### config.mk
export PLATFORM = sky130hd
export DESIGN_NAME = pwm_from_count_flat
export DESIGN_NICKNAME = d
export VERILOG_FILES = /design/src/rtl/pwm_from_count_if.sv /design/src/rtl/pwm_from_count.sv /design/src/flat_wrapper.sv
export SDC_FILE = /design/constraint.sdc
export NUM_CORES = 1
export LEC_CHECK = 0
export BUFFER_PORTS_ARGS = -buffer_cell sky130_fd_sc_hd__buf_2
export CORE_MARGIN = 2
export CORE_UTILIZATION = 49
export CTS_CLUSTER_SIZE = 28
export DETAILED_ROUTE_END_ITERATION = 16
export PLACE_DENSITY = 0.76
export SLEW_MARGIN = 10
export SYNTH_ARGS = -nofsm -noshare
export SYNTH_HDL_FRONTEND = slang
export SYNTH_SLANG_ARGS = --single-unit
### constraint.sdc
create_clock -name clk -period 2.5 [get_ports clk]
set_input_delay 0.375 -clock clk [delete_from_list [all_inputs] [get_ports clk]]
set_output_delay 0.375 -clock clk [all_outputs]
set_load 0.005 [all_outputs]
### src/rtl/pwm_from_count_if.sv
// ---------------------------------------------------------------------------
// pwm_from_count_if
// Purpose : valid/ready channel that carries new duty values from a control
//           source into pwm_from_count.
// Signals : duty_in    [WIDTH:0] high-time in counts (0..2^WIDTH, larger
//                                values are clamped by the consumer)
//           duty_valid           duty_in is offered by the source
//           duty_ready           consumer's pending slot is empty
// Modports: master = control source, slave = pwm_from_count
// ---------------------------------------------------------------------------
interface pwm_from_count_if #(
  parameter int WIDTH = 8
) ();
  logic [WIDTH:0] duty_in;
  logic           duty_valid;
  logic           duty_ready;

  modport master (
    output duty_in,
    output duty_valid,
    input  duty_ready
  );

  modport slave (
    input  duty_in,
    input  duty_valid,
    output duty_ready
  );
endinterface

### src/rtl/pwm_from_count.sv
// ---------------------------------------------------------------------------
// pwm_from_count
// Purpose : turns the value of a free-running WIDTH-bit counter into a
//           registered PWM waveform. The duty cycle is double-buffered and
//           only changes at a counter wrap; enabling waits for a wrap so the
//           first emitted period is always complete.
// Ports   : clk           rising-edge clock
//           rst           synchronous active-high reset
//           count_in      counter value from the upstream counter
//           enable        run request
//           duty_if       slave side of the duty valid/ready channel
//           pwm_out       registered PWM output
//           period_start  one-cycle pulse after each wrap while synced/running
//           periods_done  saturating completed-period count (only when the
//                         macro PWM_PERIOD_CNT_EN is defined)
// Build   : define PWM_PERIOD_CNT_EN to add the periods_done port/counter.
// ---------------------------------------------------------------------------
module pwm_from_count #(
  parameter int WIDTH = 8
) (
  input  logic             clk,
  input  logic             rst,
  input  logic [WIDTH-1:0] count_in,
  input  logic             enable,
  pwm_from_count_if.slave  duty_if,
  output logic             pwm_out,
  output logic             period_start
`ifdef PWM_PERIOD_CNT_EN
  ,
  output logic [15:0]      periods_done
`endif
);

  localparam logic [WIDTH:0] DUTY_MAX = {1'b1, {WIDTH{1'b0}}};

  typedef enum logic [1:0] {
    IDLE = 2'd0,
    SYNC = 2'd1,
    RUN  = 2'd2
  } state_t;

  state_t           state_q;
  logic             pwm_q;
  logic             period_start_q;

  logic [WIDTH-1:0] prev_count_q;
  logic [WIDTH:0]   pending_q;
  logic             pending_valid_q;
  logic             pending_valid_d;
  logic [WIDTH:0]   active_duty_q;
  logic             duty_ready_q;

  logic             wrap;
  logic             accept;
  logic             apply;
  logic [WIDTH:0]   duty_clamped;
  logic [WIDTH:0]   duty_eff;
  logic             pwm_cmp;

  // A drop in the counter value marks a period boundary. This also catches
  // an upstream counter reset in mid-count; a stalled counter is not a wrap.
  always_comb begin
    wrap         = (count_in < prev_count_q);
    accept       = duty_if.duty_valid && duty_ready_q;
    apply        = wrap && pending_valid_q;
    duty_clamped = (duty_if.duty_in > DUTY_MAX) ? DUTY_MAX : duty_if.duty_in;
    // On the wrap cycle the pending value is used directly so the very first
    // sample of the new period already reflects the new duty.
    duty_eff     = apply ? pending_q : active_duty_q;
    pwm_cmp      = ({1'b0, count_in} < duty_eff);
  end

  // accept and apply are mutually exclusive: accept needs an empty slot,
  // apply needs a full one. An accept on a wrap cycle therefore only fills
  // the slot and waits for the following wrap.
  always_comb begin
    pending_valid_d = pending_valid_q;
    if (accept) begin
      pending_valid_d = 1'b1;
    end else if (apply) begin
      pending_valid_d = 1'b0;
    end
  end

  always_ff @(posedge clk) begin
    if (rst) begin
      prev_count_q    <= '0;
      pending_q       <= '0;
      pending_valid_q <= 1'b0;
      active_duty_q   <= '0;
      duty_ready_q    <= 1'b1;
    end else begin
      prev_count_q    <= count_in;
      pending_valid_q <= pending_valid_d;
      duty_ready_q    <= !pending_valid_d;
      if (accept) begin
        pending_q <= duty_clamped;
      end
      if (apply) begin
        active_duty_q <= pending_q;
      end
    end
  end

  // Run-control FSM with registered outputs.
  always_ff @(posedge clk) begin
    if (rst) begin
      state_q        <= IDLE;
      pwm_q          <= 1'b0;
      period_start_q <= 1'b0;
    end else begin
      period_start_q <= wrap && (state_q != IDLE);
      case (state_q)
        IDLE: begin
          pwm_q <= 1'b0;
          if (enable) begin
            state_q <= SYNC;
          end
        end
        SYNC: begin
          if (!enable) begin
            state_q <= IDLE;
            pwm_q   <= 1'b0;
          end else if (wrap) begin
            // The wrap sample is the first count of a full period, so it is
            // already driven from the compare.
            state_q <= RUN;
            pwm_q   <= pwm_cmp;
          end else begin
            pwm_q <= 1'b0;
          end
        end
        RUN: begin
          if (!enable) begin
            state_q <= IDLE;
            pwm_q   <= 1'b0;
          end else begin
            pwm_q <= pwm_cmp;
          end
        end
        default: begin
          state_q <= IDLE;
          pwm_q   <= 1'b0;
        end
      endcase
    end
  end

`ifdef PWM_PERIOD_CNT_EN
  logic [15:0] periods_done_q;

  // A wrap seen in RUN closes a full period; the SYNC->RUN wrap only opens one.
  always_ff @(posedge clk) begin
    if (rst) begin
      periods_done_q <= '0;
    end else if (wrap && (state_q == RUN) && (periods_done_q != 16'hFFFF)) begin
      periods_done_q <= periods_done_q + 16'd1;
    end
  end

  assign periods_done = periods_done_q;
`endif

  assign pwm_out            = pwm_q;
  assign period_start       = period_start_q;
  assign duty_if.duty_ready = duty_ready_q;

endmodule

### src/flat_wrapper.sv
// flat-port wrapper written by rule: the top's interface ports become plain ports
module pwm_from_count_flat 
#(
  parameter int WIDTH = 8
)
  (clk, rst, count_in, enable, pwm_out, period_start, duty_if_duty_in, duty_if_duty_valid, duty_if_duty_ready);
  pwm_from_count_if #(.WIDTH(WIDTH)) duty_if_i ();
  input  logic clk;
  input  logic rst;
  input  logic [WIDTH-1:0] count_in;
  input  logic enable;
  output logic pwm_out;
  output logic period_start;
  input wire logic [$bits(duty_if_i.duty_in)-1:0] duty_if_duty_in;
  input wire logic [$bits(duty_if_i.duty_valid)-1:0] duty_if_duty_valid;
  output wire logic [$bits(duty_if_i.duty_ready)-1:0] duty_if_duty_ready;
  assign duty_if_i.duty_in = duty_if_duty_in;
  assign duty_if_i.duty_valid = duty_if_duty_valid;
  assign duty_if_duty_ready = duty_if_i.duty_ready;
  pwm_from_count #(.WIDTH(WIDTH)) u_core (.clk(clk), .rst(rst), .count_in(count_in), .enable(enable), .duty_if(duty_if_i), .pwm_out(pwm_out), .period_start(period_start));
endmodule
==> results of run 1 <==
-- synthesized netlist by cell type (all sizes together) (4+ instances only) --
cell type	count	share of area [%]
clkbuf	4	1.0
ha	17	14
nor2b	9	3.8
a211oi	4	2.7
nor3b	9	4.5
o21ai	6	2.0
dfxtp	32	43
nand2	7	1.8
nor2	21	5.3
a21oi	15	5.0
inv	11	2.8
mux2i	10	6.7
-- stage by stage --
step	power, uW	std cells	util (%)	TNS [ns]
6_report	1160	238	66.5	-0.181
3_3_place_gp	740	223	59.4	-0.170
2_1_floorplan	685	160	-	-0.0178
3_5_place_dp	759	223	59.4	-0.316
5_1_grt	1210	238	66.5	-0.239
4_1_cts	1150	235	63.1	-0.125
-- cell type report --
type	instances	area share, %
multi-input cells	111	45.8
flip-flops and latches	32	32.6
repair buffers	43	13.6
clock buffers	6	2.09
inverters	11	2.09
well taps	33	2.09
clock inverters	2	1.77
-- layer usage --
metal	GRT usage (%)	vias to the layer above	wire length, um
met5	0	-	0
met1	19.5	627	1370
met2	39.6	31	2030
li1	-	635	-
met3	6.33	10	159
met4	9.42	0	85
-- critical path, delay by kind of cell (launching register included) --
family                   cells  cell delay, ns
buffers and inverters        3            0.40
AO/OA/AOI/OAI                7            1.18
flip-flops                   1            0.32
multiplexers                 1            0.23
adder cells (fa/ha/maj)      2            0.48
-- flip-flops by register name, summed over array words and instances, names as in the netlist --
| name | flops |
|---|---|
| u_core.active_duty_q | 9 |
| u_core.pending_q | 9 |
| u_core.prev_count_q | 8 |
| u_core.state_q | 2 |
| u_core.duty_if.duty_ready | 1 |
| u_core.pending_valid_q | 1 |
| u_core.period_start | 1 |
| u_core.pwm_out | 1 |
-- repair_timing --
action	in CTS	in global routing
buffers inserted	4	3
endpoints found under the setup margin	1	1
resized for setup	3	17
pin swaps	5	8
-- path summary, 6_finish.rpt --
kind	endpoint	cells after the start	start
max reg2reg	u_core.pwm_out	13	u_core.prev_count_q[7]
max	u_core.pwm_out	13	u_core.prev_count_q[7]
min	u_core.prev_count_q[0]	2	count_in[0]
min reg2reg	u_core.pending_q[7]	2	u_core.pending_q[7]
-- where the power goes --
| group | switching [uW] | internal, uW |
|---|---|---|
| combinational | 118 | 107 |
| sequential | 15.9 | 536 |
| clock | 174 | 209 |
-- logic make-up (layout without fill, tap and decap cells) --
group | Yosys count | count (layout) | share of synthesized area [%]
compound gates | 33 | 33 | 13.7
fa+ha+maj | 17 | 17 | 14.2
buf+inv | 17 | 62 | 4.77
flops | 32 | 32 | 42.9
mux | 10 | 10 | 6.70
simple gates | 51 | 51 | 17.7
==> impl_metrics.yaml, run 1 <==
status:
  status: "finished, violations left"
  violations: "setup timing"
yosys:
  synth-main-ff-cell: "dfxtp_1"
  ys_warn_count: 0
  netlist_instances: 160
  synth-seq-area-share_pct: 42.9
  synthArstFlopShare_pct: 0
  synth-edff-count: 0
  synth_seq_cells: 32
  synth_fp_nets: 198
  syn_area_per_cell_um2: 9.34
  ys_types: 26
  netlist_area_mm2: 0.00149
sta:
  fin_hold_ws_ns: 0.312
  drv_slew: 0
  rsz0062_at_grt: "true"
  setup_violations: 1
  final-hold-violation-count: 0
  fin_ws_ns: -0.181
  max_slew_margin_pct: 62.5
  finalCritPeriodShare_pct: 107
  skew_ns: 0.00731
  fmax_ghz: 0.373
  worst_pin_slew_ns: 0.562
  post-route-min-period_ns: 2.68
critical_path:
  cpMaxStageDelayCell: "dfxtp_1"
  endpoint_kind: "register"
  path_cells: "inv_1, ha_4, a21oi_1, o21ai_2, a211oi_2, buf_4, buf_6, mux2i_4, ha_1, o211ai_1, a21oi_1, o2111ai_1, o21a_1"
  max_stage_delay_ns: 0.32
  r2r_slack_ns: -0.18
  critPathKind: "register to register"
  crit_top_cell: "a21oi_1"
  critPathRequiredTime_ns: 2.79
  worst-endpoint-arrival_ns: 2.97
  worst-path-max-fanout: 5
  critPathLaunchType: "register"
clock_network:
  path_clk_slew_ns: 0.10
  root_buffer: "clkbuf_4"
  htreeDepth: 2
  numClockSinks: 32
  clk-insertion-delay-late_ns: 0.33
  cts_tree: "yes"
  clock_path_buffers: 2
  cts_inserted_buffers: 5
  hold_buffers: 0
hold_path:
  min_path_type: "input pin to register"
final_layout:
  final_cell_mix: "dfxtp_1, buf_2, nor2_1"
  nFillCells: 247
  ff_latch_area_um2: 644
  layout.cells.most_common: "dfxtp_1"
  multiInputGateArea_um2: 907
  diodes: 0
  fin_area_mm2: 0.00198
  syn_to_final_growth_pct: 32.5
  drive_above_1_share_pct: 35.1
  fin_nets: 242
pwr:
  peakVddDrop_uv: 386
  leakagePower_uw: 0.000818
  power_density_mw_per_mm2: 586
die:
  fp.dieArea_mm2: 0.00351
  ios: 24
  dieWidth_um: 59.2
  core_mm2: 0.00298
  start_util_pct: 50.2
  core.rowCount: 20
  die_h_um: 59.2
job:
  maxCapViolCount: 0
global_route:
  grt_start_max_net_pins: 32
  antenna_found_initial: 0
  grt_pass1_vias: 1240
  grt.overflow.total: 0
  grt_usage_pct: 20.6
  grt_first_pass_wirelength_mm: 5.22
placed_design:
  placed_cell_area_mm2: 0.00177
  gp_congestion: 0.807
  hpwlAfterDp_mm: 2.48
  io_buffers: 23
  place_ws_ns: -0.316
detailed_routing:
  viasPerCell: 5.47
  wl_per_cell_um: 15.3
  dr.pass1.iters: 4
  drc: 0
  wl_mm: 3.65
  vias: 1303
  drt_iter0_markers: 27
  drtAntennaViolNets: 0
(Power assumes the default switching activity.)
==> inputs of run 2 (changes only) <==
Settings changed: CTS_BUF_LIST set to sky130_fd_sc_hd__clkbuf_4 sky130_fd_sc_hd__clkbuf_8 sky130_fd_sc_hd__clkbuf_16, RECOVER_POWER set to 100, SLEW_MARGIN 10 to not set.
==> run 2 against run 1 <==
The run still ends with setup timing left. Hold slack better by 0.00059 ns. Via count rose by 0.23%. Register-to-register slack is essentially flat. Combinational power barely moved. Wire length is 0.47% lower. Total power up 0.78%. Non-clock buffer count did not move. Critical path depth is the same. Fmax fell by 0.25%. Critical endpoint unchanged.
==> impl_metrics.yaml, run 2 (synthesized netlist as in run 1, its figures left out) <==
pwr:
  fin_total_pwr_uw: 1170
  leakagePower_uw: 0.000815
  p_seq_share_pct: 47.2
  netSwitchingPower_uw: 306
  peakVddDrop_uv: 384
  power_density_mw_per_mm2: 590
  switching_share_pct: 26.2
  intPower_uw: 863
  combPwrFrac_pct: 19.2
  p_clk_share_pct: 33.6
clock_network:
  cts_tree: "yes"
  clock_path_buffers: 2
  clk-insertion-delay-late_ns: 0.33
  path_clk_slew_ns: 0.10
  hold_buffers: 0
  root_buffer: "clkbuf_4"
  cts_inserted_buffers: 5
  htreeDepth: 2
  numClockSinks: 32
global_route:
  grt_pass1_vias: 1240
  grt_first_pass_wirelength_mm: 5.22
  antenna_found_initial: 0
  grt.overflow.total: 0
  grt_usage_pct: 20.6
  grt_start_max_net_pins: 32
critical_path:
  critPathKind: "register to register"
  critPathLaunchType: "register"
  worst-path-max-fanout: 5
  worst-endpoint-arrival_ns: 2.97
  endpoint_kind: "register"
  critPathRequiredTime_ns: 2.79
sta:
  fmax_ghz: 0.372
  post-route-min-period_ns: 2.69
  fin_ws_ns: -0.187
  final-hold-violation-count: 0
  setup_violations: 1
  max_slew_margin_pct: 11.0
  tns_ns: -0.187
  finalCritPeriodShare_pct: 107
  rsz0062_at_grt: "true"
  worst_pin_slew_ns: 1.33
  drv_slew: 0
  skew_ns: 0.00862
final_layout:
  drive_above_1_share_pct: 34.6
  fin_nets: 242
  diodes: 0
  fin_cells: 238
  nFillCells: 246
  ff_latch_area_um2: 644
  top_regs: "u_core.active_duty_q: 9 flops, u_core.pending_q: 9 flops, u_core.prev_count_q: 8 flops"
  multiInputGateArea_um2: 907
  fin_area_mm2: 0.00198
  syn_to_final_growth_pct: 32.6
  final_cell_mix: "dfxtp_1, nor2_1, buf_2"
  layout.cells.most_common: "dfxtp_1"
detailed_routing:
  wl_mm: 3.63
  wl_per_cell_um: 15.3
  vias: 1306
  drc: 0
  viasPerCell: 5.49
  drtAntennaViolNets: 0
  dr.pass1.iters: 4
  drt_iter0_markers: 29
placed_design:
  io_buffers: 23
  hpwlAfterDp_mm: 2.48
  placed_cell_area_mm2: 0.00177
  place_ws_ns: -0.316
  dp_cells: 223
  gp_congestion: 0.807
die:
  die_h_um: 59.2
  dieWidth_um: 59.2
  ios: 24
  fp.dieArea_mm2: 0.00351
  core.rowCount: 20
  start_util_pct: 50.2
  core_mm2: 0.00298
hold_path:
  min_path_type: "input pin to register"
status:
  status: "finished, violations left"
  violations: "setup timing"
job:
  maxCapViolCount: 0
run 2: changes by cell type in the layout (fill, tap and decap cells not counted), sizes merged:
cell    delta
clkbuf     +2
buf        -2
run 2: final timing paths:
kind | start | end | slack [ns] | cells after the start
setup / recovery | u_core.prev_count_q[7] | u_core.pwm_out | -0.19 | 13
hold / removal | count_in[0] | u_core.prev_count_q[0] | 0.31 | 2
setup reg to reg | u_core.prev_count_q[7] | u_core.pwm_out | -0.19 | 13
hold reg to reg | u_core.pending_q[7] | u_core.pending_q[7] | 0.51 | 2
run 2: per-stage QoR:
stage	hold slack, ns	util, %
floorplan	0.437	-
global placement	0.453	59.4
detailed placement	0.467	59.4
CTS	0.292	63.2
global route	0.306	66.5
finish	0.312	66.5
run 2: power by group through the flow:
stage | registers [uW] | logic [uW] | clock network [uW]
after global routing | 554 | 247 | 421
after detailed placement | 561 | 198 | 0
final | 552 | 224 | 393
after global placement | 559 | 181 | 0
after CTS | 550 | 206 | 404
after floorplan | 557 | 128 | 0
run 2: timing repair:
| action | 4_1_cts | 5_1_grt |
|---|---|---|
| setup buffers | 4 | 3 |
| pin swaps | 5 | 8 |
| setup endpoints to repair | 1 | 1 |
| resized for setup | 3 | 17 |
run 2: layout make-up:
cell class                      instances  area share [%]
Clock inverter                          2            1.77
Sequential cell                        32            32.5
Multi-Input combinational cell        111            45.8
Timing Repair Buffer                   43            13.5
Clock buffer                            6            2.27
Inverter                               11            2.08
Tap cell                               33            2.08
run 2: worst max-delay path, stage by stage, from the launching register on:
cell and delay, ns:
dfxtp_1 0.32, inv_1 0.06, ha_4 0.21, a21oi_1 0.17
o21ai_2 0.11, a211oi_2 0.20, buf_4 0.19, buf_6 0.15
mux2i_4 0.24, ha_1 0.27, o211ai_1 0.24, a21oi_1 0.07
o2111ai_1 0.26, o21a_1 0.14
run 2: layer usage:
layer | up-vias | part of all wire, % | GRT usage, %
met3 | 13 | 5.0 | 6.33
met4 | 0 | 2.5 | 9.42
met5 | - | 0 | 0
li1 | 636 | - | -
met1 | 619 | 37 | 19.5
met2 | 38 | 56 | 39.6
==> inputs of run 3 (changes only) <==
Settings changed: CORE_MARGIN 2 to 10, REMOVE_ABC_BUFFERS set to 1.
==> run 3 against run 2 <==
The run still ends with setup timing left. Wire length is 1.4% higher. Register-to-register slack worse by 0.08 ns. Clock skew is 0.0036 ns lower. Sequential share of layout area is 0.80 points higher. Via count is 2.8% lower. Critical endpoint unchanged. Largest power group unchanged. Highest routed layer unchanged.
==> impl_metrics.yaml, run 3 (synthesized netlist as in run 1, its figures left out) <==
status:
  status: "finished, violations left"
  violations: "setup timing"
critical_path:
  critPathKind: "register to register"
  crit_top_cell: "buf_4"
  worst_r2r_path_depth: 13
  worst-path-max-fanout: 3
  critPathLaunchType: "register"
  cp.buffers_inverters: 3
  max_stage_delay_ns: 0.34
  r2r-start: "u_core.prev_count_q[2]"
  path_cells: "inv_2, ha_4, a211oi_4, o21ai_2, a211oi_2, buf_4, buf_4, mux2i_2, ha_2, a21o_1, or3_4, nor3_2, o21a_1"
  r2r-end: "u_core.pwm_out"
  endpoint_kind: "register"
  r2r_slack_ns: -0.26
  path_delay_family: "compound AO/OA/AOI/OAI gates"
  cpMaxStageDelayCell: "dfxtp_2"
  worst-endpoint-arrival_ns: 3.05
  critPathRequiredTime_ns: 2.79
final_layout:
  syn_to_final_growth_pct: 28.9
  drive_above_1_share_pct: 32.5
  fin_nets: 244
  diodes: 0
  top_regs: "u_core.active_duty_q: 9 flops, u_core.pending_q: 9 flops, u_core.prev_count_q: 8 flops"
  layout.cells.most_common: "dfxtp_1"
  final_cell_mix: "dfxtp_1, buf_4, nor2_1"
  fin_area_mm2: 0.00193
  final_util_pct: 68.1
  nFillCells: 232
die:
  start_util_pct: 52.8
  core_mm2: 0.00283
  die_h_um: 75.2
  dieWidth_um: 75.2
  fp.dieArea_mm2: 0.00566
  core.rowCount: 19
  ios: 24
placed_design:
  io_buffers: 23
  hpwlAfterDp_mm: 2.48
  gp_congestion: 0.895
  placed_cell_area_mm2: 0.00172
  place_ws_ns: -0.428
hold_path:
  min_path_type: "input pin to register"
  min-delay-start: "count_in[0]"
  hold_end: "u_core.prev_count_q[0]"
  min_path_cells: 2
clock_network:
  numClockSinks: 32
  htreeDepth: 2
  hold_buffers: 0
  cts_inserted_buffers: 5
  path_clk_slew_ns: 0.10
  clk-insertion-delay-late_ns: 0.34
  cts_tree: "yes"
  root_buffer: "clkbuf_4"
  clock_path_buffers: 2
sta:
  fin_ws_ns: -0.264
  drv_slew: 0
  finalCritPeriodShare_pct: 111
  skew_ns: 0.00498
  max_slew_margin_pct: 9.78
  final-hold-violation-count: 0
  post-route-min-period_ns: 2.76
  fmax_ghz: 0.362
  setup_violations: 1
  worst_pin_slew_ns: 1.35
  rsz0062_at_grt: "true"
  tns_ns: -0.264
global_route:
  grt_start_max_net_pins: 32
  grt_pass1_vias: 1298
  grt.overflow.total: 0
  grt_usage_pct: 13.4
  antenna_found_initial: 0
  grt_first_pass_wirelength_mm: 5.75
job:
  maxCapViolCount: 0
detailed_routing:
  drtAntennaViolNets: 0
  wl_per_cell_um: 15.5
  dr.pass1.iters: 4
  drt_iter0_markers: 66
  viasPerCell: 5.36
  vias: 1270
  drc: 0
  wl_mm: 3.68
pwr:
  peakVddDrop_uv: 399
  fin_total_pwr_uw: 1110
  leakagePower_uw: 0.000801
  power_density_mw_per_mm2: 574
[run 3: layer usage]
layer	up-vias	wire, um	track usage, %
li1	637	-	-
met1	597	1670	15.1
met2	28	1760	21.9
met3	8	171	4.86
met4	0	81	6.39
met5	-	0	0
[run 3: worst max-delay path by stage]
stage                                start             end  slack, ns  cells after the start
global route        u_core.prev_count_q[2]  u_core.pwm_out      -0.39                     11
finish              u_core.prev_count_q[2]  u_core.pwm_out      -0.26                     13
global placement               count_in[2]  u_core.pwm_out      -0.33                     11
floorplan                      count_in[2]  u_core.pwm_out      -0.49                     10
CTS                 u_core.prev_count_q[3]  u_core.pwm_out      -0.11                     11
detailed placement             count_in[7]  u_core.pwm_out      -0.43                     13
[run 3: what timing repair did]
item                                    CTS  global route
pin swaps                                 3             7
endpoints found under the setup margin    1             1
buffers inserted                          4             4
resized for setup                        11             9
[run 3: where the power goes]
group | internal, uW | switching (uW) | total [uW] | leakage (uW)
combinational | 105 | 115 | 221 | 0.000502
clock | 159 | 176 | 335 | 0.0000374
sequential | 536 | 14.6 | 550 | 0.000262
total | 800 | 306 | 1110 | 0.000801
[run 3: cell type report]
cell class / instances / area [um^2] / area share (%)
clock buffers: 7 / 65.1 / 3.38
inverters: 11 / 41.3 / 2.14
multi-input cells: 111 / 863 / 44.8
flip-flops and latches: 32 / 642 / 33.3
well taps: 31 / 38.8 / 2.01
repair buffers: 45 / 275 / 14.3
[run 3: metrics by stage]
step | hold WS [ns] | cells
2_1_floorplan | 0.431 | 154
3_3_place_gp | 0.447 | 222
3_5_place_dp | 0.469 | 222
4_1_cts | 0.299 | 233
5_1_grt | 0.318 | 237
6_report | 0.311 | 237
[run 3: worst register-to-register path, stage by stage (launching register included)]
cell and delay (ns):
dfxtp_2 0.34, inv_2 0.04, ha_4 0.22, a211oi_4 0.21, o21ai_2 0.12, a211oi_2 0.32
buf_4 0.20, buf_4 0.12, mux2i_2 0.08, ha_2 0.18, a21o_1 0.19, or3_4 0.34
nor3_2 0.22, o21a_1 0.14
